`config.mk`:
```
export PLATFORM = sky130hd
export DESIGN_NAME = trap_ctrl
export DESIGN_NICKNAME = d
export VERILOG_FILES = /design/src/rtl/harvos_pkg.sv /design/src/rtl/irq_prio_enc.sv /design/src/rtl/trap_ctrl.sv
export SDC_FILE = /design/constraint.sdc
export NUM_CORES = 1
export LEC_CHECK = 0
export ABC_AREA = 1
export ABC_CLOCK_PERIOD_IN_PS = 4200
export BUFFER_PORTS_ARGS = -buffer_cell sky130_fd_sc_hd__buf_4
export CAP_MARGIN = 20
export CORE_AREA = 2 2 197 121
export CTS_CLUSTER_SIZE = 20
export DETAILED_ROUTE_END_ITERATION = 10
export DIE_AREA = 0 0 199 123
export PLACE_DENSITY_LB_ADDON = 0.1
export SYNTH_ARGS = -nofsm -noshare
export SYNTH_HDL_FRONTEND = slang
export SYNTH_SLANG_ARGS = --single-unit
```
`constraint.sdc`:
```
create_clock -name clk -period 4.2 [get_ports clk]
set_clock_uncertainty 0.05 [all_clocks]
set_input_delay 0.84 -clock clk [delete_from_list [all_inputs] [get_ports clk]]
set_output_delay 0.84 -clock clk [all_outputs]
set_load 0.01 [all_outputs]
```
`src/rtl/harvos_pkg.sv`:
```
// Shared trap-sequencing types and constants.
package harvos_pkg;

    typedef enum logic [1:0] {
        IDLE   = 2'd0,
        DRAIN  = 2'd1,
        COMMIT = 2'd2
    } trap_state_e;

    localparam logic [1:0] STVEC_MODE_DIRECT   = 2'b00;
    localparam logic [1:0] STVEC_MODE_VECTORED = 2'b01;

    // scause interrupt flag sits in the MSB of the CSR.
    function automatic int unsigned scause_int_bit(input int unsigned xlen);
        return xlen - 1;
    endfunction

endpackage

```
`src/rtl/irq_prio_enc.sv`:
```
// Fixed-priority encoder: reports whether any request is set and the lowest set index.
module irq_prio_enc #(
    parameter int unsigned NUM_IRQ = 4,
    parameter int unsigned IDX_W   = (NUM_IRQ > 1) ? $clog2(NUM_IRQ) : 1
) (
    input  logic [NUM_IRQ-1:0] req,
    output logic               valid,
    output logic [IDX_W-1:0]   idx
);

    // Scan high to low so the lowest set bit is the last one written.
    always_comb begin
        valid = 1'b0;
        idx   = '0;
        for (int i = NUM_IRQ - 1; i >= 0; i--) begin
            if (req[i]) begin
                valid = 1'b1;
                idx   = IDX_W'(i);
            end
        end
    end

endmodule

```
`src/rtl/trap_ctrl.sv`:
```
// Precise trap sequencer: arbitrate, drain, commit CSRs, redirect fetch; also handles sret.
// Optional trap counter output enabled by defining HARVOS_TRAP_STATS_EN.
module trap_ctrl
    import harvos_pkg::*;
#(
    parameter int unsigned XLEN           = 32,
    parameter int unsigned NUM_IRQ        = 4,
    parameter int unsigned CAUSE_W        = 5,
    parameter int unsigned IRQ_CAUSE_BASE = 1
) (
    input  logic               clk,
    input  logic               rst,
    input  logic               exc_req,
    output logic               exc_ack,
    input  logic [CAUSE_W-1:0] exc_cause,
    input  logic [XLEN-1:0]    exc_tval,
    input  logic [XLEN-1:0]    exc_pc,
    input  logic [NUM_IRQ-1:0] irq_pending,
    input  logic [NUM_IRQ-1:0] irq_enable,
    input  logic               sret_req,
    input  logic [XLEN-1:0]    stvec_q,
    output logic               drain_req,
    input  logic               pipe_drained,
    output logic               redirect_valid,
    output logic [XLEN-1:0]    redirect_pc,
    output logic [XLEN-1:0]    sepc_q,
    output logic [XLEN-1:0]    scause_q,
    output logic [XLEN-1:0]    stval_q,
    output logic               sie_q,
    output logic               spie_q,
    output logic               busy
`ifdef HARVOS_TRAP_STATS_EN
    ,
    output logic [31:0]        trap_count
`endif
);

    localparam int unsigned IDX_W   = (NUM_IRQ > 1) ? $clog2(NUM_IRQ) : 1;
    localparam int unsigned INT_BIT = scause_int_bit(XLEN);

    trap_state_e state_q, state_d;

    logic [XLEN-1:0]    pc_q;
    logic [CAUSE_W-1:0] cause_q;
    logic [XLEN-1:0]    tval_q;
    logic               int_q;
    logic               sret_q;

    logic               irq_valid;
    logic [IDX_W-1:0]   irq_idx;
    logic [CAUSE_W-1:0] irq_cause;
    logic               irq_take;
    logic               take_exc;
    logic               take_irq;
    logic               take_sret;
    logic               commit_entry;
    logic [XLEN-1:0]    stvec_base;
    logic [XLEN-1:0]    sepc_base;
    logic [XLEN-1:0]    scause_d;

    irq_prio_enc #(
        .NUM_IRQ (NUM_IRQ),
        .IDX_W   (IDX_W)
    ) u_irq_prio_enc (
        .req   (irq_pending & irq_enable),
        .valid (irq_valid),
        .idx   (irq_idx)
    );

    assign irq_cause    = CAUSE_W'(IRQ_CAUSE_BASE) + CAUSE_W'(irq_idx);
    assign irq_take     = sie_q & irq_valid;
    assign take_exc     = (state_q == IDLE) & exc_req;
    assign take_irq     = (state_q == IDLE) & ~exc_req & irq_take;
    // An sret colliding with a trap is dropped; the trap wins.
    assign take_sret    = (state_q == IDLE) & sret_req & ~exc_req & ~irq_take;
    assign commit_entry = (state_q == DRAIN) & pipe_drained;
    assign stvec_base   = {stvec_q[XLEN-1:2], 2'b00};
    assign sepc_base    = {sepc_q[XLEN-1:2], 2'b00};
    assign busy         = (state_q != IDLE);

    always_comb begin
        scause_d                = XLEN'(cause_q);
        scause_d[INT_BIT]       = int_q;
    end

    always_comb begin
        state_d        = state_q;
        exc_ack        = 1'b0;
        drain_req      = 1'b0;
        redirect_valid = sret_q;
        redirect_pc    = sepc_base;
        unique case (state_q)
            IDLE: begin
                if (exc_req) begin
                    exc_ack = ~rst;
                    state_d = DRAIN;
                end else if (irq_take) begin
                    state_d = DRAIN;
                end
            end
            DRAIN: begin
                drain_req = 1'b1;
                if (pipe_drained) begin
                    state_d = COMMIT;
                end
            end
            COMMIT: begin
                redirect_valid = 1'b1;
                // Only mode 01 vectors, and only for interrupts; 1x behaves as direct.
                if ((stvec_q[1:0] == STVEC_MODE_VECTORED) && int_q) begin
                    redirect_pc = stvec_base + (XLEN'(cause_q) << 2);
                end else begin
                    redirect_pc = stvec_base;
                end
                state_d = IDLE;
            end
            default: state_d = IDLE;
        endcase
    end

    always_ff @(posedge clk) begin
        if (rst) begin
            state_q  <= IDLE;
            pc_q     <= '0;
            cause_q  <= '0;
            tval_q   <= '0;
            int_q    <= 1'b0;
            sret_q   <= 1'b0;
            sepc_q   <= '0;
            scause_q <= '0;
            stval_q  <= '0;
            sie_q    <= 1'b0;
            spie_q   <= 1'b0;
        end else begin
            state_q <= state_d;
            sret_q  <= take_sret;
            if (take_exc) begin
                pc_q    <= exc_pc;
                cause_q <= exc_cause;
                tval_q  <= exc_tval;
                int_q   <= 1'b0;
            end else if (take_irq) begin
                pc_q    <= exc_pc;
                cause_q <= irq_cause;
                tval_q  <= '0;
                int_q   <= 1'b1;
            end
            if (commit_entry) begin
                sepc_q   <= {pc_q[XLEN-1:2], 2'b00};
                scause_q <= scause_d;
                stval_q  <= tval_q;
                spie_q   <= sie_q;
                sie_q    <= 1'b0;
            end else if (take_sret) begin
                sie_q  <= spie_q;
                spie_q <= 1'b1;
            end
        end
    end

`ifdef HARVOS_TRAP_STATS_EN
    always_ff @(posedge clk) begin
        if (rst) begin
            trap_count <= '0;
        end else if (commit_entry && (trap_count != 32'hFFFF_FFFF)) begin
            trap_count <= trap_count + 32'd1;
        end
    end
`endif

endmodule

```
# Yosys cells after proc, flatten, opt, wreduce, memory -nomap -nowiden
# Index checks and enable logic that the tools add are counted.
# Widths: inputs -> output; s select.
# classes
addsub	2
n_mul	0
div	0
n_lt_le_gt_ge	0
n_eq_ne	5
n_shift	0
mux	26
bitwise_logic	12
n_reduce_logical	8
# op_table
operator	n
$mux 32	6
$add 32x7->32	1
$mux 2	7
$mux 1	10
$mux 5	2
$and 1x1->1	8
$reduce_bool 2->1	3
$and 4x4->4	1
$eq 2x1->1 const B	2
$pmux 2 s2	1
$reduce_or 2->1	2
$add 1x2->3 const A	1
$ne 3x3->1 const B	1
$not 1->1	3
$eq 2x2->1 const B	1
$logic_not 2->1	1
$ne 2x2->1 const B	1
$reduce_and 2->1	1
$logic_and 1x1->1	1
# word_totals
ff_bits	143
latch_bits	0
mem_bits_rw	0
rom_bits	0
word_cells	64
memories	0

# Logic depth before layout (Yosys ltp)
# logic_depth
ltp_word	10
mapped_depth	12
ltp_nobuf	12

# Cells and area by module
# Synthesis repeated with hierarchy kept, for this count alone.
# unflattened
cells_unflattened	905
area_unflattened_um2	6663.9
# modules_own_cells
mod	instances	cells_each	area_per_inst_um2	seq_area_each_um2
trap_ctrl	1	897	6627.6	2822.7
irq_prio_enc	1	8	36.3	0.0

# Worst setup path before layout
# OpenSTA, ideal clock, no wires.
# synth_timing
path_kind	in2out
startpoint	input stvec_q[2]
endpoint	output redirect_pc[20]
arrival_ns	2.155
slack_ns	1.155
stages	11
n_path_buf	0
path_cell_list	ha_1 -> fa_1 -> nand3_1 -> nand2_1 -> nand2_2 -> nand2_4 -> nand2_4 -> nor2_4 -> nand2_1 -> nand3_1 -> o21ai_1
# synth_between
elab_chain_cells	3
# synth_lines
element	line_no	rtl
start: declaration	trap_ctrl.sv:21	input logic [XLEN-1:0] stvec_q,
$add 32x7->32	trap_ctrl.sv:111	redirect_pc = stvec_base + (XLEN'(cause_q) << 2);
$mux 32	trap_ctrl.sv:110	if ((stvec_q[1:0] == STVEC_MODE_VECTORED) && int_q) begin
$mux 32	trap_ctrl.sv:92	unique case (state_q)
end: declaration	trap_ctrl.sv:25	output logic [XLEN-1:0] redirect_pc,
# No other way between the ends.

# Worst setup path after layout
# layout_timing
startpoint	input stvec_q[2]
endpoint	output redirect_pc[16]
# The elaborated chain is that of the path after synthesis.

==> results by group <==
Logic synthesis
  • Yosys top cell by area: dfxtp_1
  • Synth Warn #: 0
  • Sequential share of the synthesized area: 0.420
  • Synth unique cells: between 40 and 50
  • Mapped Area: between 6000 and 7000 µm²
  • Share of the synthesized area in the top cell type: 0.420
  • Synthesized area per cell: 7.01 µm²
  • Top post-synthesis cells by area: dfxtp_1 (42%), nand2_1 (19%), nand3_1 (7.2%)
  • Post-Syn Instances: 958
  • Seq cells post-synth: 141

Die
  • # IOs: roughly 250
  • Total core area: 22800 µm²
  • Initial Util: 0.295
  • Die area: between 20000 and 25000 µm²
  • Die width: between 150 and 200 µm
  • Die height: approximately 120 µm
  • Core Rows: between 40 and 50

Routing
  • WL/cell: 15.4 µm
  • 1st-iter DRT viols: 449
  • Via count: ~6.6k
  • Routed Antenna Nets: 0
  • Routed vias/inst: between 4 and 5
  • Total wire length: ~23000 µm
  • Drc violations: 0
  • DR pass1 iterations: 5

Pwr
  • Pwr Total: 3.42 mW
  • PwrDens: about 380 nW/µm²
  • Worst VDD drop: 0.286 mV
  • Leak: 4.51 nW

Clock network
  • H-tree levels: 4
  • CTS max path bufs: 2
  • Reg clk slew, reported paths: ~0.060 ns
  • CTS Hold Bufs: 0
  • Cts repair resizes: 0
  • CTS Root Cell: clkbuf_16
  • Number of setup buffers added after CTS: 0
  • Num Clock Sinks: around 140
  • CTS tree: yes
  • TritonCTS Buffers: 17
  • Clk_lat worst skew: 0.42 ns

Critical path
  • CP Capture Type: primary output
  • Critical path arrival: about 2.7 ns
  • CP max FO: 8
  • CP Cell Sequence: buf_4 > ha_1 > fa_1 > nand3_1 > nand2_1 > nand3_1 > nand2_1 > nand4_1 > nand3_1 > o21ai_1 > buf_4
  • CP Buf/Inv Count: 2
  • Slowest CP cell: fa_1
  • Class of the most critical setup path: input pin to primary output
  • Cell mode on critical path: nand3_1
  • CP startpoint kind: input pin
  • Required time worst endpoint: roughly 3.3 ns
  • CP max stage delay: approximately 0.41 ns
  • Critical path's top delay family: simple AND/OR/NAND/NOR gates

GRT
  • Global-route wire length before repair: 34000 µm
  • GR Util met2: 0.248
  • Largest net degree at the start of global routing: between 80 and 90
  • GRT met3 Usage: 0.0396
  • Initial antenna violation count: 0
  • Most used routing layer: met1
  • GR Util All Layers: 0.186
  • GR Util met1: 0.293
  • GRT overflow: 0
  • Vias in the first global route: 5958

Run status
  • Run status: finished clean

Layout
  • Layout cell share with drive strength beyond 1: 0.245
  • Antenna cell count: 0
  • Most common cell after layout, fill and taps aside: nand2_1
  • Most frequent cells in the layout: nand2_1 (334), buf_4 (220), dfxtp_1 (141)
  • Fillers: approximately 2.5k
  • Nets: between 1k and 1.5k
  • P&R area growth vs syn: 33.6%

Timing
  • Setup Viol. Count Final: 0
  • Setup TNS: 0 ns
  • Ratio of final minimum period to clock period: 0.857
  • Slew Viols, Final: 0
  • Fin. Hold Viols: 0
  • Worst slew pin tran: a little over 0.9 ns
  • Max-slew headroom: 0.381
  • Final Critical Period: about 3.6 ns
  • RSZ-0062 raised after global routing: no
  • Max frequency: around 280 MHz

Hold path
  • Hold WC Path Type: flop to flop

Flow run
  • Max-cap viol count: 0

Placement
  • IO buf count: 215
  • Post-DP HPWL: 16500 µm
  • GP Congestion: around 0.86
## tightest hold or removal path, cell delays in order (launching register included)
cell     delay [ns]
dfxtp_1        0.32
nand2_1        0.05
nand2_1        0.04
## kinds of logic after synthesis
family | synth area share
simple gates | 0.370
flops | 0.420
buf+inv | 0.110
compound gates | 0.0786
fa+ha+maj | 0.0142
xor+xnor | 0.00652
other cells | 0.000558
## synth_stat cells (all sizes together)
library cell	instances
a211oi	1
a21boi	1
a21o	1
a21oi	9
a22oi	1
buf	66
clkbuf	6
conb	1
dfxtp	141
fa	1
ha	6
inv	65
nand2	341
nand3	100
nand3b	1
nand4	13
nor2	107
nor3	4
nor4	1
o21ai	73
o21bai	6
o22ai	5
or2	3
xnor2	1
xor2	4
## flip-flops by register name, indices dropped and copies added, names as in the netlist
register  cells
cause_q       5
int_q         1
pc_q         30
scause_q      6
sepc_q       30
sie_q         1
spie_q        1
sret_q        1
state_q       2
stval_q      32
tval_q       32
## where the power goes
group | switching, mW | leakage, nW | total, mW | internal [mW]
clock | 0.595 | 0.291 | 1.51 | 0.914
sequential | 0.0433 | 1.15 | 1.45 | 1.41
combinational | 0.270 | 3.06 | 0.452 | 0.182
## worst paths after layout
| path | from | to | slack [ns] | depth (start not counted) |
|---|---|---|---|---|
| worst max-delay path | stvec_q[2] | redirect_pc[16] | 0.60 | 11 |
| worst min-delay path | pc_q[29] | sepc_q[29] | 0.38 | 2 |
| worst max register to register | state_q[0] | stval_q[14] | 1.83 | 7 |
| worst min register to register | pc_q[29] | sepc_q[29] | 0.38 | 2 |
## through the flow
stage,hold slack [ns],instances,utilization,instance area (µm²),setup slack [ns]
after floorplan,0.364,987,-,6830,1.16
after global placement,0.376,1450,0.369,8390,0.667
after detailed placement,0.379,1450,0.369,8390,0.666
after CTS,0.391,1482,0.394,8970,0.652
after global routing,0.403,1482,0.394,8970,0.477
final,0.383,1482,0.394,8970,0.602
## cell type report
| cell class | instances | area [µm²] | area share |
|---|---|---|---|
| Multi-Input combinational cell | 709 | 3270 | 0.364 |
| Clock buffer | 20 | 467 | 0.0520 |
| Inverter | 65 | 251 | 0.0280 |
| Tap cell | 315 | 394 | 0.0439 |
| Clock inverter | 12 | 119 | 0.0132 |
| Sequential cell | 141 | 2820 | 0.315 |
| Timing Repair Buffer | 220 | 1650 | 0.184 |
## metal layers
| layer | share of wire | routed length, µm |
|---|---|---|
| met1 | 0.53 | 12100 |
| met4 | 0.0094 | 214 |
| met2 | 0.39 | 8930 |
| met5 | 0 | 0 |
| met3 | 0.070 | 1610 |
Note: power is estimated with default switching activity, not from simulation.
